==> config.mk <==
export PLATFORM = sky130hd
export DESIGN_NAME = id_queue_stage_flat
export DESIGN_NICKNAME = d
export VERILOG_FILES = /design/src/rtl/id_pkg.sv /design/src/rtl/id_queue_stage_if.sv /design/src/rtl/id_fifo.sv /design/src/rtl/id_queue_stage.sv /design/src/flat_wrapper.sv
export SDC_FILE = /design/constraint.sdc
export NUM_CORES = 1
export LEC_CHECK = 0
export ABC_AREA = 1
export BUFFER_PORTS_ARGS = -buffer_cell sky130_fd_sc_hd__buf_2
export CORE_MARGIN = 1.5
export CORE_UTILIZATION = 40
export CTS_BUF_LIST = sky130_fd_sc_hd__clkbuf_4 sky130_fd_sc_hd__clkbuf_8
export CTS_CLUSTER_DIAMETER = 150
export CTS_CLUSTER_SIZE = 14
export DETAILED_ROUTE_END_ITERATION = 10
export SLEW_MARGIN = 15
export SYNTH_ARGS = -nofsm -noshare
export SYNTH_HDL_FRONTEND = slang
export SYNTH_SLANG_ARGS = --single-unit
==> constraint.sdc <==
create_clock -name clk -period 6.29 [get_ports clk]
set_input_delay 1.258 -clock clk [delete_from_list [all_inputs] [get_ports clk]]
set_output_delay 1.258 -clock clk [all_outputs]
set_load 0.03 [all_outputs]
==> src/rtl/id_pkg.sv <==
// Shared types and constants for the decode-side instruction queue.
// Holds ExcCodes, opcode/func encodings, the queue entry layout and opcode legality.
package id_pkg;

   localparam int PC_MAX_W = 32;

   typedef enum logic [4:0] {
      EX_INT  = 5'h00,
      EX_ADEL = 5'h04,
      EX_ADES = 5'h05,
      EX_SYS  = 5'h08,
      EX_BP   = 5'h09,
      EX_RI   = 5'h0a,
      EX_OV   = 5'h0c,
      EX_ERET = 5'h0d
   } excode_e;

   localparam logic [5:0] OP_SPECIAL   = 6'b000000;
   localparam logic [5:0] OP_REGIMM    = 6'b000001;
   localparam logic [5:0] OP_J         = 6'b000010;
   localparam logic [5:0] OP_JAL       = 6'b000011;
   localparam logic [5:0] OP_COP0      = 6'b010000;
   localparam logic [5:0] FUNC_SYSCALL = 6'b001100;
   localparam logic [5:0] FUNC_BREAK   = 6'b001101;

   localparam logic [31:0] INST_ERET      = 32'h4200_0018;
   localparam logic [31:0] INST_SELF_LOOP = 32'h1000_ffff;

   typedef struct packed {
      logic [31:0]         inst;
      logic [PC_MAX_W-1:0] pc;
      logic                ex;
      logic [4:0]          excode;
   } entry_t;

   // Opcodes implemented by the pipeline; anything else raises RI.
   function automatic logic op_defined(input logic [5:0] op);
      logic ok;
      case (op) inside
         6'b000000, 6'b000001, 6'b000010, 6'b000011,
         6'b0001??, 6'b001???, 6'b010000,
         6'b100000, 6'b100001, 6'b100011, 6'b100100, 6'b100101,
         6'b101000, 6'b101001, 6'b101011: ok = 1'b1;
         default:                         ok = 1'b0;
      endcase
      return ok;
   endfunction

endpackage

==> src/rtl/id_queue_stage_if.sv <==
// IF->queue and queue->EX handshake bundle; slave is the queue's view, master the surroundings'.
interface id_queue_stage_if #(
   parameter int PC_W = 32
);
   logic            in_valid;
   logic            in_ready;
   logic [31:0]     in_inst;
   logic [PC_W-1:0] in_pc;
   logic            in_ex;
   logic [4:0]      in_excode;

   logic            out_valid;
   logic            out_ready;
   logic [31:0]     out_inst;
   logic [PC_W-1:0] out_pc;
   logic [4:0]      out_rs;
   logic [4:0]      out_rt;
   logic [4:0]      out_rd;
   logic            out_ex;
   logic [4:0]      out_excode;
   logic            out_bd;
   logic            out_eret;

   modport slave (
      input  in_valid, in_inst, in_pc, in_ex, in_excode, out_ready,
      output in_ready, out_valid, out_inst, out_pc, out_rs, out_rt, out_rd,
             out_ex, out_excode, out_bd, out_eret
   );

   modport master (
      output in_valid, in_inst, in_pc, in_ex, in_excode, out_ready,
      input  in_ready, out_valid, out_inst, out_pc, out_rs, out_rt, out_rd,
             out_ex, out_excode, out_bd, out_eret
   );
endinterface

==> src/rtl/id_fifo.sv <==
// Circular entry store for the decode queue: storage, wrap-around pointers and occupancy.
// Flush has priority over push/pop; push while full and pop while empty are ignored.
module id_fifo #(
   parameter int DEPTH = 4,
   parameter int WIDTH = 8
) (
   input  logic                         clk,
   input  logic                         resetn,
   input  logic                         i_flush,
   input  logic                         i_push,
   input  logic                         i_pop,
   input  logic [WIDTH-1:0]             i_wdata,
   output logic [WIDTH-1:0]             o_rdata,
   output logic                         o_empty,
   output logic                         o_full,
   output logic [$clog2(DEPTH+1)-1:0]   o_level
);
   localparam int PTR_W = $clog2(DEPTH);
   localparam int LVL_W = $clog2(DEPTH+1);

   logic [WIDTH-1:0] r_mem [DEPTH];
   logic [PTR_W-1:0] r_wr_ptr, r_rd_ptr;
   logic [LVL_W-1:0] r_level;
   logic             w_push, w_pop;

   assign o_empty = (r_level == '0);
   assign o_full  = (r_level == LVL_W'(DEPTH));
   assign w_push  = i_push & ~o_full & ~i_flush;
   assign w_pop   = i_pop & ~o_empty & ~i_flush;
   assign o_rdata = r_mem[r_rd_ptr];
   assign o_level = r_level;

   // NOTE: state registers use non-blocking assignments so every flop samples pre-edge values.
   always_ff @(posedge clk or negedge resetn) begin
      if (!resetn) begin
         r_wr_ptr <= '0;
         r_rd_ptr <= '0;
         r_level  <= '0;
      end else if (i_flush) begin
         r_wr_ptr <= '0;
         r_rd_ptr <= '0;
         r_level  <= '0;
      end else begin
         if (w_push) r_wr_ptr <= r_wr_ptr + PTR_W'(1);
         if (w_pop)  r_rd_ptr <= r_rd_ptr + PTR_W'(1);
         case ({w_push, w_pop})
            2'b10:   r_level <= r_level + LVL_W'(1);
            2'b01:   r_level <= r_level - LVL_W'(1);
            default: r_level <= r_level;
         endcase
      end
   end

   // NOTE: storage is deliberately not reset; the pointers and level alone define which slots are live.
   always_ff @(posedge clk) begin
      if (w_push) r_mem[r_wr_ptr] <= i_wdata;
   end

endmodule

==> src/rtl/id_queue_stage.sv <==
// Decode-side instruction queue between IF and EX: buffers fetched entries, extracts
// register indices, merges exceptions, tracks delay slots and inserts the load-use bubble.
module id_queue_stage
   import id_pkg::*;
#(
   parameter int DEPTH  = 4,
   parameter int PC_W   = 32,
   parameter int INST_W = 32
) (
   input  logic                         clk,
   input  logic                         resetn,
   input  logic                         flush,
   id_queue_stage_if.slave              bus,
   output logic [$clog2(DEPTH+1)-1:0]   level
);
   localparam int ENTRY_W = $bits(entry_t);

   entry_t     w_push_entry, w_head, w_cur, r_hold;
   logic       w_empty, w_full, w_push, w_pop;
   logic [5:0] w_op, w_func;
   logic [4:0] w_rs, w_rt, w_rd, w_excode, r_ld_rd;
   logic       w_ex, w_eret, w_is_branch, w_hazard, r_bd;

   always_comb begin
      w_push_entry        = '0;
      w_push_entry.inst   = bus.in_inst;
      w_push_entry.pc     = PC_MAX_W'(bus.in_pc);
      w_push_entry.ex     = bus.in_ex;
      w_push_entry.excode = bus.in_excode;
   end

   assign w_push = bus.in_valid & ~w_full;

   id_fifo #(
      .DEPTH (DEPTH),
      .WIDTH (ENTRY_W)
   ) u_fifo (
      .clk     (clk),
      .resetn  (resetn),
      .i_flush (flush),
      .i_push  (w_push),
      .i_pop   (w_pop),
      .i_wdata (w_push_entry),
      .o_rdata (w_head),
      .o_empty (w_empty),
      .o_full  (w_full),
      .o_level (level)
   );

   // While empty the outputs keep showing the last head that was presented.
   assign w_cur  = w_empty ? r_hold : w_head;
   assign w_op   = w_cur.inst[31:26];
   assign w_func = w_cur.inst[5:0];

   assign w_rs = (w_op == OP_J || w_op == OP_JAL) ? 5'd0 : w_cur.inst[25:21];
   assign w_rt = (w_op == OP_REGIMM || w_op == OP_J || w_op == OP_JAL || w_op[5:3] == 3'b100)
                 ? 5'd0 : w_cur.inst[20:16];

   // NOTE: each always_comb assigns a default first so no path can infer a latch.
   always_comb begin
      w_rd = 5'd0;
      if (w_op == OP_SPECIAL)
         w_rd = w_cur.inst[15:11];
      else if (w_op[5:3] == 3'b001 || w_op[5:3] == 3'b100 ||
               (w_op == OP_COP0 && w_cur.inst[25:21] == 5'd0))
         w_rd = w_cur.inst[20:16];
      else if (w_op == OP_REGIMM || w_op == OP_JAL)
         w_rd = 5'd31;
   end

   assign w_eret = (w_cur.inst == INST_ERET);

   always_comb begin
      w_ex     = 1'b1;
      w_excode = EX_INT;
      if (w_cur.ex)                                         w_excode = w_cur.excode;
      else if (w_eret)                                      w_excode = EX_ERET;
      else if (w_cur.inst == INST_SELF_LOOP)                w_excode = EX_INT;
      else if (w_op == OP_SPECIAL && w_func == FUNC_SYSCALL) w_excode = EX_SYS;
      else if (w_op == OP_SPECIAL && w_func == FUNC_BREAK)  w_excode = EX_BP;
      else if (!op_defined(w_op))                           w_excode = EX_RI;
      else                                                  w_ex     = 1'b0;
   end

   assign w_is_branch = (w_op == OP_REGIMM) || (w_op == OP_J) || (w_op == OP_JAL) ||
                        (w_op[5:2] == 4'b0001) ||
                        (w_op == OP_SPECIAL && w_func[5:1] == 5'b00100);

   assign w_hazard = (r_ld_rd != 5'd0) && ((w_rs == r_ld_rd) || (w_rt == r_ld_rd));

   assign bus.in_ready   = ~w_full;
   assign bus.out_valid  = ~w_empty & ~w_hazard & ~flush;
   assign w_pop          = bus.out_valid & bus.out_ready;
   assign bus.out_inst   = w_cur.inst[INST_W-1:0];
   assign bus.out_pc     = w_cur.pc[PC_W-1:0];
   assign bus.out_rs     = w_rs;
   assign bus.out_rt     = w_rt;
   assign bus.out_rd     = w_rd;
   assign bus.out_ex     = w_ex;
   assign bus.out_excode = w_excode;
   assign bus.out_bd     = r_bd;
   assign bus.out_eret   = w_eret;

   always_ff @(posedge clk or negedge resetn) begin
      if (!resetn) begin
         r_hold  <= '0;
         r_bd    <= 1'b0;
         r_ld_rd <= 5'd0;
      end else begin
         if (!w_empty) r_hold <= w_head;
         if (flush) begin
            r_bd    <= 1'b0;
            r_ld_rd <= 5'd0;
         end else begin
            if (w_pop) r_bd <= w_is_branch;
            r_ld_rd <= (w_pop && w_op[5:3] == 3'b100) ? w_rd : 5'd0;
         end
      end
   end

endmodule

==> src/flat_wrapper.sv <==
// flat-port wrapper written by rule: the top's interface ports become plain ports
module id_queue_stage_flat import id_pkg::*;
#(
   parameter int DEPTH  = 4,
   parameter int PC_W   = 32,
   parameter int INST_W = 32
)
  (clk, resetn, flush, level, bus_in_valid, bus_in_inst, bus_in_pc, bus_in_ex, bus_in_excode, bus_out_ready, bus_in_ready, bus_out_valid, bus_out_inst, bus_out_pc, bus_out_rs, bus_out_rt, bus_out_rd, bus_out_ex, bus_out_excode, bus_out_bd, bus_out_eret);
  id_queue_stage_if #(.PC_W(PC_W)) bus_i ();
  input  logic clk;
  input  logic resetn;
  input  logic flush;
  output logic [$clog2(DEPTH+1)-1:0] level;
  input wire logic [$bits(bus_i.in_valid)-1:0] bus_in_valid;
  input wire logic [$bits(bus_i.in_inst)-1:0] bus_in_inst;
  input wire logic [$bits(bus_i.in_pc)-1:0] bus_in_pc;
  input wire logic [$bits(bus_i.in_ex)-1:0] bus_in_ex;
  input wire logic [$bits(bus_i.in_excode)-1:0] bus_in_excode;
  input wire logic [$bits(bus_i.out_ready)-1:0] bus_out_ready;
  output wire logic [$bits(bus_i.in_ready)-1:0] bus_in_ready;
  output wire logic [$bits(bus_i.out_valid)-1:0] bus_out_valid;
  output wire logic [$bits(bus_i.out_inst)-1:0] bus_out_inst;
  output wire logic [$bits(bus_i.out_pc)-1:0] bus_out_pc;
  output wire logic [$bits(bus_i.out_rs)-1:0] bus_out_rs;
  output wire logic [$bits(bus_i.out_rt)-1:0] bus_out_rt;
  output wire logic [$bits(bus_i.out_rd)-1:0] bus_out_rd;
  output wire logic [$bits(bus_i.out_ex)-1:0] bus_out_ex;
  output wire logic [$bits(bus_i.out_excode)-1:0] bus_out_excode;
  output wire logic [$bits(bus_i.out_bd)-1:0] bus_out_bd;
  output wire logic [$bits(bus_i.out_eret)-1:0] bus_out_eret;
  assign bus_i.in_valid = bus_in_valid;
  assign bus_i.in_inst = bus_in_inst;
  assign bus_i.in_pc = bus_in_pc;
  assign bus_i.in_ex = bus_in_ex;
  assign bus_i.in_excode = bus_in_excode;
  assign bus_i.out_ready = bus_out_ready;
  assign bus_in_ready = bus_i.in_ready;
  assign bus_out_valid = bus_i.out_valid;
  assign bus_out_inst = bus_i.out_inst;
  assign bus_out_pc = bus_i.out_pc;
  assign bus_out_rs = bus_i.out_rs;
  assign bus_out_rt = bus_i.out_rt;
  assign bus_out_rd = bus_i.out_rd;
  assign bus_out_ex = bus_i.out_ex;
  assign bus_out_excode = bus_i.out_excode;
  assign bus_out_bd = bus_i.out_bd;
  assign bus_out_eret = bus_i.out_eret;
  id_queue_stage #(.DEPTH(DEPTH), .PC_W(PC_W), .INST_W(INST_W)) u_core (.clk(clk), .resetn(resetn), .flush(flush), .bus(bus_i), .level(level));
endmodule
==> metrics, run 1 <==
row cnt 71; Clock Power Share 0.149; vias in the first global route between 9k and 10k; antenna-violating nets left 0; Post-Syn Area about 0.015 mm²; Synth async-reset ratio 0.229; period utilization 0.878; Yosys cell types 40; Ports about 170; post-CTS sizing 0; met2 Track Usage GR 0.292; Synth top cells by count edfxtp_1, nor2_1, nand2_1, o21ai_0, dfrtp_1; Setup CP Type reg2out; total number of vias 9665; synthesized flop and latch total between 300 and 400; # DRC 0; R2R Path End u_core.u_fifo.o_level[2]; DR pass1 iterations 5; Synth Net Count roughly 1.4k; Tot Pwr 8.87 mW; TritonCTS clock tree built; VDD IR max 0.327 mV; met3 Usage GRT 0.0403; HP Start u_core.r_hold[4]; ys flop type edfxtp_1; status finished, final reports clean; share of power burned in registers 0.349; critical path peak fanout 95; final global-route overflow total 0; Mean Syn Cell Area 11.5 µm²; DIE AREA between 0.03 and 0.04 mm²; Filler cells about 3.5k; initial DRC count around 550; EDFF count, synth 280; power density over cell area 536 mW/mm²; WP buf/inv 4; met1 usage 0.244; GRT Util Overall 0.181; Slew HR 0.282; Initial Utilization 0.404; CTS Root Cell clkbuf_8; Final nets around 1.5k; first-pass GRT wire length around 54 mm; cell class contributing the biggest share of worst-path delay buffers and inverters; postcts setup bufs 0; clock slew at reported path FFs 0.10 ns; Via density ~5; setup slack, reg-to-reg between 2 and 2.5 ns; Avg WL per Cell 18.3 µm; Crit path arrival time roughly 4.3 ns; placed cell count around 1.9k; Routability Congestion ~0.86; largest net degree at the start of global routing 96; synth top area cells edfxtp_1, dfrtp_1, nor2_1; Internal Power 4.59 mW; Post-CTS Hold Buffers 0; # port buffers approximately 170; CTS H-tree lvls 1; switching power between 4 and 5 mW; Die H approximately 200 µm; Hold Crit Depth 2; worst min-delay path class reg2reg; setup TNS 0 ns; Yosys top cell by area edfxtp_1; crit-path max cell delay between 0.7 and 0.8 ns; max-slew violation count 0; post-synthesis sequential area ratio 0.693; WP data required ~5 ns; share of cells above drive strength 1 0.198; Fmax between 150 and 200 MHz; post-DP HPWL approximately 21 mm; CP endpoint kind output pin; routed wire length roughly 35 mm; Worst Clk Skew 0.0346 ns; RR Startpoint u_core.u_fifo.r_rd_ptr[0]; fin crit period around 5.5 ns; CP max-delay cell inv_4; worst-margin pin slew approximately 1.1 ns; Core ar. approximately 0.037 mm²; hold slack final 0.489 ns; Layout Area Growth over Synthesis 9.47%; dominant cell by count in the synthesized netlist edfxtp_1; RSZ-0062 raised after global routing false; Worst-Skew Late Latency between 0.6 and 0.7 ns; number of buffers created by CTS 29; worst r2r path cells 22; Pleak 6.43 nW; busiest metal layer after global routing met2; Clock Sinks about 360; Syn Inst Count between 1k and 1.5k; endpoints failing setup 0; Worst setup SP type flop; yosys warns 0; Hold Path Sink u_core.r_hold[4]; Clock Path Buffers 3; die width just under 200 µm; critical path cell sequence inv_4 > buf_4 > o21ai_0 > o22ai_1 > nand2_1 > nand2_1 > nand2_1 > inv_1 > nand3_1 > nor4_1 > nand2_1 > nand4_1 > buf_2; Net Sw Frac 0.482; MaxCap Viol Count 0; fin cells slightly below 2k; initial antenna violation count 10; share of power burned in combinational logic 0.502; Final Hold Viols 0; Yosys top cell area share 0.556; CP most frequent cell nand2_1
[worst max path at each step]
stage          slack, ns                        end  depth (start not counted)                 startpoint
3_5_place_dp        1.42                 bus_out_ex                         13  u_core.u_fifo.r_rd_ptr[0]
4_1_cts             0.73                 bus_out_ex                         13  u_core.u_fifo.r_rd_ptr[0]
3_3_place_gp        1.46                 bus_out_ex                         13  u_core.u_fifo.r_rd_ptr[0]
2_1_floorplan       1.21  u_core.u_fifo.r_mem[0][0]                          4               bus_in_valid
6_report            0.77                 bus_out_ex                         13  u_core.u_fifo.r_rd_ptr[0]
5_1_grt             0.37                 bus_out_ex                         13  u_core.u_fifo.r_rd_ptr[0]
[through the flow]
step                      area [µm²]   util  setup WS (ns)
after floorplan                15100      -           1.21
after global placement         15900  0.426           1.46
after detailed placement       15900  0.426           1.42
after CTS                      16500  0.442          0.730
after global routing           16500  0.442          0.369
final                          16600  0.443          0.767
[worst register-to-register path: stages, from the launching register on]
cell and delay, ns:
dfrtp_4 0.73, inv_4 0.81, nand2_1 0.12, nand3_1 0.11, nand2_1 0.06, nand2_1 0.06
nand2_1 0.21, nor2_8 0.22, nand3_4 0.13, nand2_1 0.13, xor2_1 0.17, nand3_1 0.11
nand2_1 0.09, nand2_2 0.11, nand3_4 0.14, nor2_2 0.06, fa_1 0.38, xnor2_1 0.20
inv_1 0.05, nand2_1 0.06, nand2_1 0.05, nand2_1 0.05, nand2_1 0.04
[cells in the final DEF (no fill, tap or decap), types with 4 or more instances in the layout]
master / n
edfxtp_1: 280
nor2_1: 261
nand2_1: 175
buf_2: 165
o21ai_0: 131
dfrtp_1: 81
inv_1: 65
a31oi_1: 43
nand3_1: 29
clkbuf_8: 29
o22ai_1: 28
clkbuf_4: 24
nand4_1: 13
buf_4: 12
nand2_2: 11
o21ai_1: 10
diode_2: 9
inv_2: 6
nor2_4: 6
nand3_2: 5
nor3_1: 5
nor4_1: 5
nand2_4: 4
ha_1: 4
[final cells by class]
cell class                 count  area (µm²)  share of cell area
clock buffer                  53         579              0.0350
antenna                        9        22.5             0.00136
sequential                   363       10500               0.634
tap                          511         639              0.0386
timing repair buffer         178         936              0.0565
clock inverter                 1        11.3            0.000680
inverter                      73         279              0.0169
multi-input combinational    754        3600               0.217
[cell families (layout without fill, tap and decap cells)]
kind of cell             count (synthesis)  in the layout  synth area share
other                                    0              9                 0
AO/OA/AOI/OAI                          223            223            0.0813
AND/OR/NAND/NOR                        524            524             0.149
buffers and inverters                  197            305            0.0707
XOR/XNOR                                 2              2           0.00116
flip-flops                             363            363             0.693
adder cells (fa/ha/maj)                  5              5           0.00463
[flip-flops by register name, indices dropped and copies added, names as in the netlist]
register	count
u_core.bus.out_bd	1
u_core.r_hold	70
u_core.r_ld_rd	5
u_core.u_fifo.o_level	3
u_core.u_fifo.r_mem	280
u_core.u_fifo.r_rd_ptr	2
u_core.u_fifo.r_wr_ptr	2
[power groups by stage]
stage                     registers [mW]  logic [mW]  clock network, mW
after floorplan                     3.11        3.76                  0
after global placement              3.14        4.45                  0
after detailed placement            3.15        4.48                  0
after CTS                           3.10        4.49               1.36
after global routing                3.13        4.82               1.45
final                               3.10        4.45               1.32
[metal layers]
metal	share of wire	vias up	wire, µm
li1	-	4644	-
met1	0.44	4702	15700
met2	0.46	251	16200
met3	0.069	62	2450
met4	0.030	6	1060
met5	0.00099	-	35
Power figures use the tool's default switching activity.
==> run 2: changes to the inputs <==
clock period = 5.4 ns   (was 6.29 ns; I/O delays follow)
==> metrics, run 2 (synthesized netlist as in run 1, its figures left out) <==
cell class contributing the biggest share of worst-path delay buffers and inverters; Worst setup SP type flop; Worst-Skew Late Latency 0.62 ns (-0.02 ns); endpoints failing setup 0 (unchanged); total number of vias 9600 (-0.67%); power density over cell area 625 mW/mm² (+17%); period utilization 0.890; fin crit period about 4.8 ns; most common cell after layout, fill and taps aside edfxtp_1; final global-route overflow total 0 (unchanged); CTS Root Cell clkbuf_8; Via density 4.95 (-0.62%); Ports 167 (unchanged); post-CTS sizing 0 (unchanged); WP buf/inv 3 (-1); TritonCTS clock tree built; routed wire length 35.9 mm (+1.3%); largest net degree at the start of global routing 67 (-30%); worst min-delay path class reg2reg; crit-path max cell delay 0.81 ns (+0.03 ns); Filler cells 3510 (+0.57%); # port buffers 166 (unchanged); critical path cell sequence inv_2 > o21ai_1 > o22ai_1 > nand2_1 > o21ai_2 > inv_1 > nor3_1 > nand4_1 > nor2_1 > nand4_1 > a21oi_1 > a21o_1 > buf_2; setup TNS 0 ns (unchanged); row cnt 71 (unchanged); Setup WS post-layout 0.592 ns (-0.175 ns); CP max-delay cell inv_2; hold slack final 0.493 ns (+0.00357 ns); Largest regs u_core.u_fifo.r_mem x280, u_core.r_hold x70, u_core.r_ld_rd x5; Layout Area Growth over Synthesis 9.58% (about the same); Setup CP Type reg2out; max-slew violation count 0 (unchanged); Crit path arrival time 3.73 ns (-0.53 ns); initial DRC count 573 (+4.0%); critical path peak fanout 50 (-47%); Clock Path Buffers 3 (unchanged); die width 197 µm (unchanged); Routability Congestion 0.908 (+5.1%); Slew HR 0.247 (-0.0354); GRT Util Overall 0.187 (+0.00546); Reg with most FFs u_core.u_fifo.r_mem; Avg WL per Cell 18.5 µm (+1.3%); WP data required 4.32 ns (-0.71 ns); # DRC 0 (unchanged); most frequent cells in the layout edfxtp_1, nor2_1, nand2_1; Final nets 1483 (+0.27%); DIE AREA 0.0390 mm² (unchanged); CP most frequent cell nand4_1; Worst Clk Skew 0.0476 ns (+0.0130 ns); Post-CTS Hold Buffers 0 (unchanged); RSZ-0062 raised after global routing false; antenna-violating nets left 0 (unchanged); initial antenna violation count 10 (unchanged); share of cells above drive strength 1 0.199 (+0.00113); first-pass GRT wire length 55.8 mm (+3.7%); DR pass1 iterations 5 (unchanged); vias in the first global route 9506 (+1.8%); CP endpoint kind output pin; Core ar. 0.0374 mm² (unchanged); postcts setup bufs 0 (unchanged); Tot Pwr 10.4 mW (+17%); clock slew at reported path FFs 0.10 ns (about the same); Initial Utilization 0.404 (unchanged); CTS H-tree lvls 1 (unchanged); Largest register FFs 280 (unchanged); Final Hold Viols 0 (unchanged); pre-CTS setup slack 1.16 ns (-0.256 ns); status finished, final reports clean; Fmax ~210 MHz; post-route cell area 0.0166 mm² (about the same); Die H 197 µm (unchanged); VDD IR max 0.336 mV (+2.9%); worst-margin pin slew 1.13 ns (+0.0514 ns); Pleak 6.44 nW (+0.18%); area post-placement 0.0160 mm² (+0.27%); Clock Sinks 363 (unchanged); MaxCap Viol Count 0 (unchanged); post-DP HPWL 22.0 mm (+3.2%); number of buffers created by CTS 29 (unchanged)
-- run 2: changes by cell type in the layout (fill, tap and decap cells not counted), sizes merged --
cell / change
buf: +4
inv: -1
clkbuf: -1
diode: -3
-- run 2: final cells by class --
type	instances	area, µm²	area share
Inverter	73	279	0.0168
Multi-Input combinational cell	754	3600	0.217
Clock buffer	52	572	0.0345
Sequential cell	363	10500	0.633
Timing Repair Buffer	182	978	0.0591
Tap cell	511	639	0.0386
Antenna cell	6	15.0	0.000906
-- run 2: tightest hold or removal path, cell delays in order (launching register included) --
cell and delay (ns):
dfrtp_1 0.34, nand2_1 0.07, nand2_1 0.06
-- run 2: stage by stage --
step | util | instances
finish | 0.443 | 1941
global route | 0.443 | 1935
CTS | 0.443 | 1935
detailed placement | 0.427 | 1883
global placement | 0.427 | 1883
floorplan | - | 1314
-- run 2: path summary, 6_finish.rpt --
kind / start / slack (ns) / to / cells past startpoint
max: u_core.u_fifo.r_rd_ptr[1] / 0.59 / bus_out_excode[3] / 13
min: u_core.r_hold[4] / 0.49 / u_core.r_hold[4] / 2
max reg2reg: u_core.u_fifo.r_rd_ptr[0] / 1.62 / u_core.u_fifo.o_level[2] / 23
min reg2reg: u_core.r_hold[4] / 0.49 / u_core.r_hold[4] / 2
max in group asynchronous: resetn / 3.79 / u_core.r_hold[17] / 2
min in group asynchronous: resetn / 0.51 / u_core.r_hold[37] / 1
-- run 2: routing by layer --
layer | vias up | part of all wire | global-route usage
li1 | 4639 | - | -
met1 | 4637 | 0.44 | 0.256
met2 | 266 | 0.47 | 0.304
met3 | 50 | 0.070 | 0.0400
met4 | 8 | 0.021 | 0.0444
met5 | - | 0.0014 | 0
-- run 2: where the power goes --
group	switching (mW)	leakage [nW]	internal (mW)
Clock	0.862	0.314	0.659
Sequential	0.153	3.52	3.43
Combinational	3.99	2.60	1.26
==> run 3: changes to the inputs <==
ABC_AREA = not set   (was 1)
CORE_ASPECT_RATIO = 0.7   (was not set)
clock period = 6.25 ns   (was 5.4 ns; I/O delays follow)
==> metrics, run 3 <==
status finished, final reports clean; crit-path max cell delay 0.66 ns (-0.15 ns); endpoints failing setup 0 (unchanged); Synth Net Count 1005 (-28%); Post-CTS Hold Buffers 0 (unchanged); final core utilization 0.450 (+0.00675); yosys warns 0 (unchanged); total number of vias 7894 (-18%); most frequent cells in the layout edfxtp_1, buf_2, nand2_1; most common cell after layout, fill and taps aside edfxtp_1; MaxCap Viol Count 0 (unchanged); critical path cell sequence or3_4 > buf_4 > mux2_2 > nor2_1 > nand4_1 > nor4_1 > nand4_1 > nor2_2 > nor2_1 > o32ai_1 > buf_2; row cnt 58 (-18%); Slew HR 0.505 (+0.258); hold slack final 0.466 ns (-0.0264 ns); CP endpoint bus_out_excode[0]; CTS Root Cell clkbuf_8; met3 Usage GRT 0.0337 (-0.00629); share of cells above drive strength 1 0.308 (+0.109); Worst-Skew Late Latency 0.64 ns (+0.02 ns); WP buf/inv 2 (-1); ys flop type edfxtp_1; Filler cells 3264 (-7.0%); fin cells 1535 (-21%); Avg WL per Cell 21.4 µm (+16%); RSZ-0062 raised after global routing false; Final Hold Viols 0 (unchanged); post-DP HPWL 21.2 mm (-3.9%); Clock Sinks 363 (unchanged); synthesized flop and latch total 363 (unchanged); GRT Util Overall 0.174 (-0.0131); CTS H-tree lvls 1 (unchanged); Synth top cells by count edfxtp_1, nand2_1, dfrtp_1, mux4_2, buf_4; post-CTS sizing 0 (unchanged); TritonCTS clock tree built; Yosys top cell area share 0.564 (+0.00751); CP endpoint kind output pin; max-slew violation count 0 (unchanged); number of buffers created by CTS 29 (unchanged); Setup CP Type reg2out; DIE AREA 0.0385 mm² (-1.3%); Clock Path Buffers 3 (unchanged); met1 usage 0.257 (+0.00125); Pleak 6.10 nW (-5.2%); final global-route overflow total 0 (unchanged); Post-Syn Area 0.0149 mm² (-1.3%); DR pass1 iterations 5 (unchanged); WP data required 5.00 ns (+0.68 ns); vias in the first global route 8081 (-15%); routed wire length 32.9 mm (-8.3%); Core ar. 0.0364 mm² (-2.8%); Tot Pwr 7.54 mW (-27%); Die H 165 µm (-17%); Fmax 179 MHz; postcts setup bufs 0 (unchanged); VDD IR max 0.353 mV (+4.9%); Worst Clk Skew 0.0420 ns (-0.00565 ns); initial DRC count 646 (+13%); Crit path arrival time 4.35 ns (+0.62 ns); Yosys cell types 65 (+63%); clock slew at reported path FFs 0.11 ns (about the same); Setup crit start u_core.u_fifo.o_level[1]; RR Startpoint u_core.u_fifo.o_level[1]; placed cell count 1480 (-21%); Final nets 1111 (-25%); initial antenna violation count 4 (-6); setup TNS 0 ns (unchanged); R2R Path End u_core.u_fifo.o_level[2]; Via density 5.14 (+4.0%); antenna-violating nets left 0 (unchanged); fin crit period 5.60 ns; Ports 167 (unchanged); Largest register FFs 280 (unchanged); # port buffers 166 (unchanged); busiest metal layer after global routing met2; Largest regs u_core.u_fifo.r_mem x280, u_core.r_hold x70, u_core.r_ld_rd x5; CP max-delay cell or3_4; period utilization 0.896; worst r2r path cells 13 (-43%); Routability Congestion 0.880 (-3.1%); Mean Syn Cell Area 16.1 µm² (+40%); largest net degree at the start of global routing 52 (-22%); cell class contributing the biggest share of worst-path delay simple AND/OR/NAND/NOR gates; worst-margin pin slew 0.722 ns (-0.406 ns); post-synthesis sequential area ratio 0.703 (+0.00936); critical path depth 11 (-2); Syn Inst Count 925 (-30%); # DRC 0 (unchanged); first-pass GRT wire length 49.7 mm (-11%); dominant cell by count in the synthesized netlist edfxtp_1; synth top area cells edfxtp_1, dfrtp_1, mux4_2; worst min-delay path class reg2reg; Synth async-reset ratio 0.229 (unchanged); Yosys top cell by area edfxtp_1; EDFF count, synth 280 (unchanged); Layout Area Growth over Synthesis 9.61% (about the same); met2 Track Usage GR 0.267 (-0.0361); Initial Utilization 0.410 (+0.00605); die width 234 µm (+18%); power density over cell area 461 mW/mm² (-26%); Reg with most FFs u_core.u_fifo.r_mem; Worst setup SP type flop; critical path peak fanout 49 (-2.0%); setup slack, reg-to-reg 1.77 ns (+0.15 ns)
-- run 3: cell count changes in the layout (fill, tap and decap cells not counted), sizes merged, moves of 6 or more --
cell | previous run | this run
nor2b | 0 | 6
nand2 | 190 | 161
nand3 | 37 | 4
mux2 | 0 | 6
inv | 73 | 28
a31oi | 43 | 6
and2 | 0 | 7
mux2i | 0 | 20
nor2 | 271 | 46
o21ai | 144 | 6
o22ai | 28 | 4
mux4 | 0 | 72
a21oi | 4 | 11
-- run 3: per-layer routing --
metal,up-vias,routed length [µm]
li1,3598,-
met1,4025,15200
met2,220,15200
met3,45,1850
met4,6,584
met5,-,45
-- run 3: cell type report --
class	instances	area (µm²)	share of cell area
Multi-Input combinational cell	432	3650	0.223
Clock buffer	53	579	0.0354
Clock inverter	1	7.51	0.000459
Antenna cell	1	2.50	0.000153
Inverter	28	105	0.00643
Tap cell	480	601	0.0367
Timing Repair Buffer	177	916	0.0560
Sequential cell	363	10500	0.642
-- run 3: kinds of logic after synthesis --
group	share of synthesized area
DFF	0.703
AOI/OAI and AO/OA	0.0289
adders and majority gates	0.00470
xor gates and xnor gates	0.00411
muxes	0.128
buffers and inverters	0.0539
and+or+nand+nor	0.0779
-- run 3: how the worst min path moves through the flow --
stage	startpoint	to	slack, ns	cells after the start
after detailed placement	u_core.r_hold[23]	u_core.r_hold[23]	0.45	2
after global placement	u_core.r_hold[25]	u_core.r_hold[25]	0.44	2
after CTS	u_core.r_hold[34]	u_core.r_hold[34]	0.47	2
after global routing	u_core.r_hold[34]	u_core.r_hold[34]	0.49	2
after floorplan	u_core.r_hold[4]	u_core.r_hold[4]	0.43	2
final	u_core.r_hold[34]	u_core.r_hold[34]	0.47	2
-- run 3: power by group --
part	total, mW	switching [mW]	internal, mW
Sequential	3.07	0.142	2.92
Combinational	3.12	2.22	0.907
Clock	1.35	0.772	0.577
Total	7.54	3.13	4.41
-- run 3: tightest hold or removal path: stages, from the launching register on --
cell,delay (ns)
dfrtp_1,0.33
nand2_1,0.04
nand2_1,0.06
-- run 3: through the flow --
stage | area (µm²) | worst slack [ns]
after floorplan | 14900 | 1.58
after global placement | 15800 | 1.50
after detailed placement | 15800 | 1.36
after global routing | 16400 | 0.406
final | 16400 | 0.653
after CTS | 16400 | 0.638
